## config.mk

```make
export PLATFORM = sky130hd
export DESIGN_NAME = tour_cmd_seq
export DESIGN_NICKNAME = d
export VERILOG_FILES = /design/src/rtl/tour_pkg.sv /design/src/rtl/knight_move_decode.sv /design/src/rtl/tour_cmd_seq.sv
export SDC_FILE = /design/constraint.sdc
export NUM_CORES = 1
export LEC_CHECK = 0
export ABC_AREA = 0
export BUFFER_PORTS_ARGS = -buffer_cell sky130_fd_sc_hd__buf_2
export CAP_MARGIN = 10
export CORE_ASPECT_RATIO = 1.2
export CORE_MARGIN = 5
export CORE_UTILIZATION = 44
export CTS_CLUSTER_SIZE = 12
export DETAILED_ROUTE_END_ITERATION = 8
export PLACE_DENSITY = 0.9
export SETUP_SLACK_MARGIN = 0.4
export SYNTH_ARGS = -nofsm -noshare
export SYNTH_HDL_FRONTEND = slang
export SYNTH_SLANG_ARGS = --single-unit
export TNS_END_PERCENT = 50
```

## constraint.sdc

```tcl
create_clock -name clk -period 3.7 [get_ports clk]
set_input_delay 0.74 -clock clk [delete_from_list [all_inputs] [get_ports clk]]
set_output_delay 0.74 -clock clk [all_outputs]
set_load 0.005 [all_outputs]
```

## src/rtl/tour_pkg.sv

```systemverilog
// Shared constants, command layout and FSM state type for the tour command sequencer.
package tour_pkg;

    localparam int unsigned CMD_W     = 16;
    localparam int unsigned OPCODE_W  = 4;
    localparam int unsigned HEADING_W = 8;
    localparam int unsigned SQUARES_W = 4;
    localparam int unsigned RESP_W    = 8;
    localparam int unsigned MOVE_W    = 8;
    localparam int unsigned IDX_W     = 5;

    localparam logic [OPCODE_W-1:0]  OP_MOVE    = 4'h2;
    localparam logic [OPCODE_W-1:0]  OP_FANFARE = 4'h3;

    localparam logic [HEADING_W-1:0] HDG_N = 8'h00;
    localparam logic [HEADING_W-1:0] HDG_W = 8'h3F;
    localparam logic [HEADING_W-1:0] HDG_S = 8'h7F;
    localparam logic [HEADING_W-1:0] HDG_E = 8'hBF;

    localparam logic [RESP_W-1:0]    RESP_ACK = 8'hA5;
    localparam logic [RESP_W-1:0]    RESP_POS = 8'h5A;

    typedef struct packed {
        logic [OPCODE_W-1:0]  opcode;
        logic [HEADING_W-1:0] heading;
        logic [SQUARES_W-1:0] squares;
    } cmd_t;

    typedef enum logic [2:0] {
        IDLE,
        VERT,
        VERT_WAIT,
        HORZ,
        HORZ_WAIT
    } tour_cmd_state_t;

endpackage

```

## src/rtl/knight_move_decode.sv

```systemverilog
// Splits a one-hot knight move into a vertical move command and a horizontal
// move+fanfare command; the lowest set bit wins, an empty move gives two zero-length legs.
module knight_move_decode
    import tour_pkg::*;
(
    input  logic [MOVE_W-1:0] move,
    output logic [CMD_W-1:0]  vert_cmd,
    output logic [CMD_W-1:0]  horz_cmd
);

    logic                 w_dy_neg;
    logic                 w_dx_neg;
    logic [SQUARES_W-1:0] w_dy_mag;
    logic [SQUARES_W-1:0] w_dx_mag;
    cmd_t                 w_vert;
    cmd_t                 w_horz;

    // Displacement sign and magnitude per move bit
    always_comb begin
        w_dy_neg = 1'b0;
        w_dx_neg = 1'b0;
        w_dy_mag = '0;
        w_dx_mag = '0;
        casez (move)
            8'b???????1: begin w_dx_neg = 1'b1; w_dx_mag = 4'd1; w_dy_neg = 1'b0; w_dy_mag = 4'd2; end
            8'b??????10: begin w_dx_neg = 1'b0; w_dx_mag = 4'd1; w_dy_neg = 1'b0; w_dy_mag = 4'd2; end
            8'b?????100: begin w_dx_neg = 1'b1; w_dx_mag = 4'd2; w_dy_neg = 1'b0; w_dy_mag = 4'd1; end
            8'b????1000: begin w_dx_neg = 1'b1; w_dx_mag = 4'd2; w_dy_neg = 1'b1; w_dy_mag = 4'd1; end
            8'b???10000: begin w_dx_neg = 1'b1; w_dx_mag = 4'd1; w_dy_neg = 1'b1; w_dy_mag = 4'd2; end
            8'b??100000: begin w_dx_neg = 1'b0; w_dx_mag = 4'd1; w_dy_neg = 1'b1; w_dy_mag = 4'd2; end
            8'b?1000000: begin w_dx_neg = 1'b0; w_dx_mag = 4'd2; w_dy_neg = 1'b1; w_dy_mag = 4'd1; end
            8'b10000000: begin w_dx_neg = 1'b0; w_dx_mag = 4'd2; w_dy_neg = 1'b0; w_dy_mag = 4'd1; end
            default:     begin w_dx_neg = 1'b0; w_dx_mag = '0;   w_dy_neg = 1'b0; w_dy_mag = '0;   end
        endcase
    end

    always_comb begin
        w_vert.opcode  = OP_MOVE;
        w_vert.heading = w_dy_neg ? HDG_S : HDG_N;
        w_vert.squares = w_dy_mag;
        w_horz.opcode  = OP_FANFARE;
        w_horz.heading = w_dx_neg ? HDG_W : HDG_E;
        w_horz.squares = w_dx_mag;
    end

    assign vert_cmd = w_vert;
    assign horz_cmd = w_horz;

endmodule

```

## src/rtl/tour_cmd_seq.sv

```systemverilog
// Walks the solved knight's-tour move list and issues two leg commands per move
// to the command processor; passes UART commands through while no tour is running.
module tour_cmd_seq
    import tour_pkg::*;
#(
    parameter int unsigned NUM_MOVES = 24
) (
    input  logic              clk,
    input  logic              rst_n,
    input  logic              start_tour,
    output logic [IDX_W-1:0]  mv_indx,
    input  logic [MOVE_W-1:0] move,
    input  logic [CMD_W-1:0]  cmd_uart,
    input  logic              cmd_rdy_uart,
    output logic              clr_cmd_rdy_uart,
    output logic [CMD_W-1:0]  cmd,
    output logic              cmd_rdy,
    input  logic              clr_cmd_rdy,
    input  logic              send_resp,
    output logic [RESP_W-1:0] resp
);

    localparam logic [IDX_W-1:0] LAST_IDX = IDX_W'(NUM_MOVES - 1);

    tour_cmd_state_t  r_state;
    tour_cmd_state_t  w_state_nxt;
    logic [IDX_W-1:0] r_mv_indx;
    logic [IDX_W-1:0] w_mv_indx_nxt;
    logic [CMD_W-1:0] w_vert_cmd;
    logic [CMD_W-1:0] w_horz_cmd;
    logic             w_last;

    knight_move_decode u_decode (
        .move     (move),
        .vert_cmd (w_vert_cmd),
        .horz_cmd (w_horz_cmd)
    );

    assign w_last  = (r_mv_indx == LAST_IDX);
    assign mv_indx = r_mv_indx;

    always_ff @(posedge clk or negedge rst_n) begin
        if (!rst_n) begin
            r_state   <= IDLE;
            r_mv_indx <= '0;
        end else begin
            r_state   <= w_state_nxt;
            r_mv_indx <= w_mv_indx_nxt;
        end
    end

    // Next state, move index and combinational handshake outputs
    always_comb begin
        w_state_nxt      = r_state;
        w_mv_indx_nxt    = r_mv_indx;
        cmd              = '0;
        cmd_rdy          = 1'b0;
        clr_cmd_rdy_uart = 1'b0;
        resp             = RESP_POS;

        case (r_state)
            IDLE: begin
                cmd              = cmd_uart;
                cmd_rdy          = cmd_rdy_uart;
                clr_cmd_rdy_uart = clr_cmd_rdy;
                resp             = RESP_ACK;
                if (start_tour) begin
                    w_mv_indx_nxt = '0;
                    w_state_nxt   = VERT;
                end
            end
            VERT: begin
                cmd     = w_vert_cmd;
                cmd_rdy = 1'b1;
                if (clr_cmd_rdy) begin
                    w_state_nxt = VERT_WAIT;
                end
            end
            VERT_WAIT: begin
                cmd = w_vert_cmd;
                if (send_resp) begin
                    w_state_nxt = HORZ;
                end
            end
            HORZ: begin
                cmd     = w_horz_cmd;
                cmd_rdy = 1'b1;
                if (clr_cmd_rdy) begin
                    w_state_nxt = HORZ_WAIT;
                end
            end
            HORZ_WAIT: begin
                cmd = w_horz_cmd;
                if (w_last) begin
                    resp = RESP_ACK;
                end
                if (send_resp) begin
                    if (w_last) begin
                        w_mv_indx_nxt = '0;
                        w_state_nxt   = IDLE;
                    end else begin
                        w_mv_indx_nxt = r_mv_indx + IDX_W'(1);
                        w_state_nxt   = VERT;
                    end
                end
            end
            default: begin
                w_state_nxt   = IDLE;
                w_mv_indx_nxt = '0;
            end
        endcase
    end

endmodule
```

Word-level counts from Yosys, hierarchy flattened

Index checks and enable logic that the tools add are counted.

Memories: 0
Output and inout port bits: 31
Logic and storage cells: 54
Memory bits (writable): 0
Memory bits (read-only): 0
Input bits: 30
Latch bits: 0
Register bits: 8

Multipliers: 0
Reduce and logical (&&, ||, !) cells: 11
Shifts and indexed selects: 0
Div/mod/pow operators: 0
Equal/unequal tests: 17
$lt $le $gt $ge: 0
Bitwise logic cells: 1
Mux-type cells: 22
Add/subtract/negate cells: 1

Operators by type and width:

| operator                                            | number |
|---|---|
| one-hot mux 16 bit (3 select lines)                 | 1 |
| two-way mux 8 bit                                   | 2 |
| one-hot mux 8 bit (2 select lines)                  | 1 |
| OR reduction 4 bit                                  | 4 |
| two-way mux 3 bit                                   | 5 |
| two-way mux 5 bit                                   | 3 |
| one-hot mux 3 bit (5 select lines)                  | 1 |
| one-hot mux 5 bit (3 select lines)                  | 1 |
| equality test 5 bit, second input constant          | 2 |
| inequality test 2 bit, second input constant        | 5 |
| equality test 8 bit, second input constant          | 1 |
| one-hot mux 2 bit (2 select lines)                  | 2 |
| equality test 7 bit, second input constant          | 1 |
| two-way mux 7 bit                                   | 1 |
| equality test 3 x 2 -> 1 bit, second input constant | 2 |
| equality test 3 bit, second input constant          | 2 |
| equality test 6 bit, second input constant          | 1 |
| OR reduction 2 bit                                  | 3 |
| adder 5 x 1 -> 5 bit, second input constant         | 1 |
| AND reduction 5 bit                                 | 1 |
| equality test 4 bit, second input constant          | 1 |
| two-way mux 1 bit                                   | 4 |
| equality test 3 x 1 -> 1 bit, second input constant | 1 |
| logical NOT 3 bit                                   | 1 |
| other kinds (5)                                     | 5 |

Depth between registers and ports, before layout

Word-level depth: 5
Gate-level depth with buffers: 6
Gate-level depth less buffers: 5

Hierarchy

A second synthesis with hierarchy kept.

Cell total of the unflattened synthesis: 174
Area total of the unflattened synthesis: 1423.9 um^2

By module, submodules not included:

| module             | cells each | area each (um^2) | seq. area each (um^2) | instances |
|---|---|---|---|---|
| tour_cmd_seq       | 132        | 1136.1           | 200.2                 | 1 |
| knight_move_decode | 42         | 287.8            | 0.0                   | 1 |

Worst setup path after synthesis

Ideal clock, no wire load.

Path kind: input to output
Start point: input port move[3]
End point: output port cmd[4]
Data required time: 2.960 ns
Arrival: 1.616 ns
Stages on the path: 4
Setup slack: 1.344 ns
Buffers on the path: 0
Path through: nor4_1 > nor3_1 > o2bb2ai_1 > nor2_1

Cells in the longest elaborated chain, start to end: 5
Elaborated cells between the ends (all ways): 8
Those cells by class: eq/ne (4); mux (3); reduce/logical (1)

RTL lines:

| what                                              | line                     | source |
|---|---|---|
| from (decl)                                       | tour_cmd_seq.sv:12       | `input logic [MOVE_W-1:0] move,` |
| equality test 7 bit, or another cell as far along | knight_move_decode.sv:24 | `casez (move)` |
| OR reduction 4 bit (no line) *                    | -                        |  |
| two-way mux 1 bit *                               | knight_move_decode.sv:24 |  |
| two-way mux 7 bit *                               | knight_move_decode.sv:39 | `w_vert.heading = w_dy_neg ? HDG_S : HDG_N;` |
| one-hot mux 16 bit (3 select lines) *             | tour_cmd_seq.sv:61       | `case (r_state)` |
| to (decl)                                         | tour_cmd_seq.sv:16       | `output logic [CMD_W-1:0] cmd,` |

Every way passes the cells marked *; elsewhere a longest branch is shown, timed or not.

Final worst setup path

Start point: input port move[3]
End point: output port cmd[5]

The elaborated chain is that of the path after synthesis.

==> impl_metrics.ini <==
[cts]
clock-root-buffer = clkbuf_4
htree_num_levels = 1
cts_resized = 0
post-cts-setup-buffers = 0
clock-sinks = 8
clk_pin_slew_ps = 50
holdBufCountCts = 0
clk-insertion-delay-late_ps = 250
cts_tree = built
numCtsBuffers = 3
cts_buffer_depth = 2

[detailed_routing]
wire_per_inst_um = 12.81
remaining_drc_errors = 0
avgViaCountPerCell = 5.477
firstDrtPassIters = 4
drt_iter0_drc = 22
ant_nets = 0
wl_mm = 2.497
via_count = 1068

[pwr]
peakVddDrop_mv = 0.3171
p_per_area_mw_per_mm2 = 662.7
p_leak_nw = 0.6023
power_w = 0.0007794

[grt]
antenna_found_initial = 0
grt_pass1_vias = 945
grt_max_degree = 26
use_met3_pct = 2.771
grt_use_met2_pct = 30.20
grt-ovfl-total = 0
grt_util_all_layers_pct = 16.70
grt.busiest_layer = met2
met1_usage_pct = 20.03
grt_first_pass_wirelength_mm = 4.022

[setup_path]
crit_chain = buf_2 -> nor4_1 -> nor3_1 -> o2bb2ai_1 -> nor2_1 -> buf_2
worstSetupStartpoint = move[3]
critPathArrivalTime_ps = 2070
r2r_end = mv_indx[3]
crit_end = cmd[5]
crit_path_end_kind = primary output
slowest_delay_ps = 450
path_max_fanout = 6
regToRegSetupSlack_ps = 1820
critPathSlowestCell = nor4_1
crit_required_ps = 2960
crit_top_cell = buf_2
reg2regPathDepth = 4
path_class = input pin to primary output
regToRegStartpoint = r_state[2]
critPathLaunchType = input pin

[final_layout]
final_cell_mix = buf_2, nor2_1, nand2_1, a21oi_1, dfrtp_1
fin_nets = 208
post_route_cells_drive_above_1_share_pct = 40.00
final_common_cell = buf_2
num-fill-cells = 194
fin_util_pct = 58.68
area_growth_pct = 30.56
diodes = 0

[synth]
yosys_warnings = 0
synthCells = 124
synth.net_count = 155
ys_ff_latch = 8
avgSynthCellArea_um2 = 7.265
synth.cell_area_um2 = 900.9
yosys_most_used_dff = dfrtp_1
synth-async-reset-ratio_pct = 100.0
synth_edf_count = 0
ys_seq_area_share_pct = 22.22
yosysUniqueCellTypes = 43

[sta]
slew_violations = 0
timing.final.crit_period_ps = 2810
rsz0062_at_grt = false
setup_viol = 0
post-route-period-util_pct = 75.95
max_freq_mhz = 355.8
hold_ws_ps = 327.6
max_slew_margin_pct = 56.43
fin_tns_setup_ps = 0
fin_worst_skew_ps = 1.926
worst_pin_slew_ps = 653.5
final_hold_viol_count = 0

[run]
max_cap_violations = 0

[floorplan]
core.rowCount = 18
core_mm2 = 0.002004
die-area_mm2 = 0.003056
io_pins = 61
start_util_pct = 44.94
die_width_um = 51.31
fp.dieH_um = 59.57

[status]
outcome = finished, final reports clean

[place]
port_buffers = 60
place.gp.congestion = 0.7744
dp_hpwl_mm = 2.062

[hold_path]
hold_path_class = input pin to async pin
how the worst min path moves through the flow:
stage / from / end / cells after the start
finish: rst_n / mv_indx[1] / 1
floorplan: rst_n / mv_indx[0] / 0
global placement: mv_indx[3] / mv_indx[3] / 1
detailed placement: mv_indx[4] / mv_indx[4] / 1
CTS: rst_n / mv_indx[4] / 1
global route: rst_n / mv_indx[4] / 1
cells by family after synthesis:
logic type | after synthesis | synth area share (%)
muxes | 6 | 6.944
DFF | 8 | 22.22
adders and majority gates | 1 | 1.389
AOI/OAI and AO/OA | 28 | 20.69
and+or+nand+nor | 64 | 37.50
buffers and inverters | 15 | 9.306
xor gates and xnor gates | 2 | 1.945
final cells by class:
| class | count | area, µm² | share of cell area [%] |
|---|---|---|---|
| tap | 20 | 25.02 | 2.128 |
| inverter | 3 | 11.26 | 0.9574 |
| sequential | 8 | 200.2 | 17.02 |
| timing repair buffer | 60 | 300.3 | 25.53 |
| multi-input combinational | 101 | 616.8 | 52.45 |
| clock buffer | 3 | 22.52 | 1.915 |
metrics by stage:
step                cells  area [µm²]  setup slack, ps
global placement      192        1154             1004
finish                195        1176            889.7
floorplan             124       900.9             1344
detailed placement    192        1154            894.7
global route          195        1176            709.7
CTS                   195        1176            894.3
routing by layer:
metal | wire (µm) | vias to the layer above
li1 | - | 539
met1 | 948 | 478
met2 | 1277 | 49
met3 | 259 | 2
met4 | 11 | 0
met5 | 0 | -
cells in the mapped netlist (2+ instances only):
master / number / area, µm²
nor4_1: 2 / 12.51
o211ai_1: 2 / 15.01
and2_1: 5 / 31.28
nor3_1: 4 / 20.02
or2_1: 3 / 18.77
nand3_1: 4 / 20.02
or3_1: 6 / 37.54
nand3b_1: 2 / 15.01
dfrtp_1: 8 / 200.2
a21oi_1: 9 / 45.04
clkbuf_1: 2 / 7.510
nand2_1: 13 / 48.80
nor3b_1: 3 / 22.52
mux2i_1: 4 / 40.04
inv_1: 2 / 7.510
buf_4: 6 / 45.04
o21ai_1: 5 / 25.02
nor2_1: 16 / 60.06
buf_2: 4 / 20.02
power breakdown:
group	leakage [nW]	switching, W	total (W)	internal [W]
registers	0.107	0.0000904	0.000196	0.000106
clock network	0.0138	0.0000274	0.0000643	0.0000370
logic	0.482	0.000253	0.000519	0.000265
total	0.602	0.000371	0.000779	0.000408
state kept, by name, indices dropped and copies added, names as in the netlist:
register,flops
r_state,3
mv_indx,5
critical path: cells and delay by family:
kind,cells,cell delay (ps)
buffers and inverters,2,260
and+or+nand+nor,3,680
AOI/OAI and AO/OA,1,400
No activity file was read; power rests on OpenSTA's default activity.
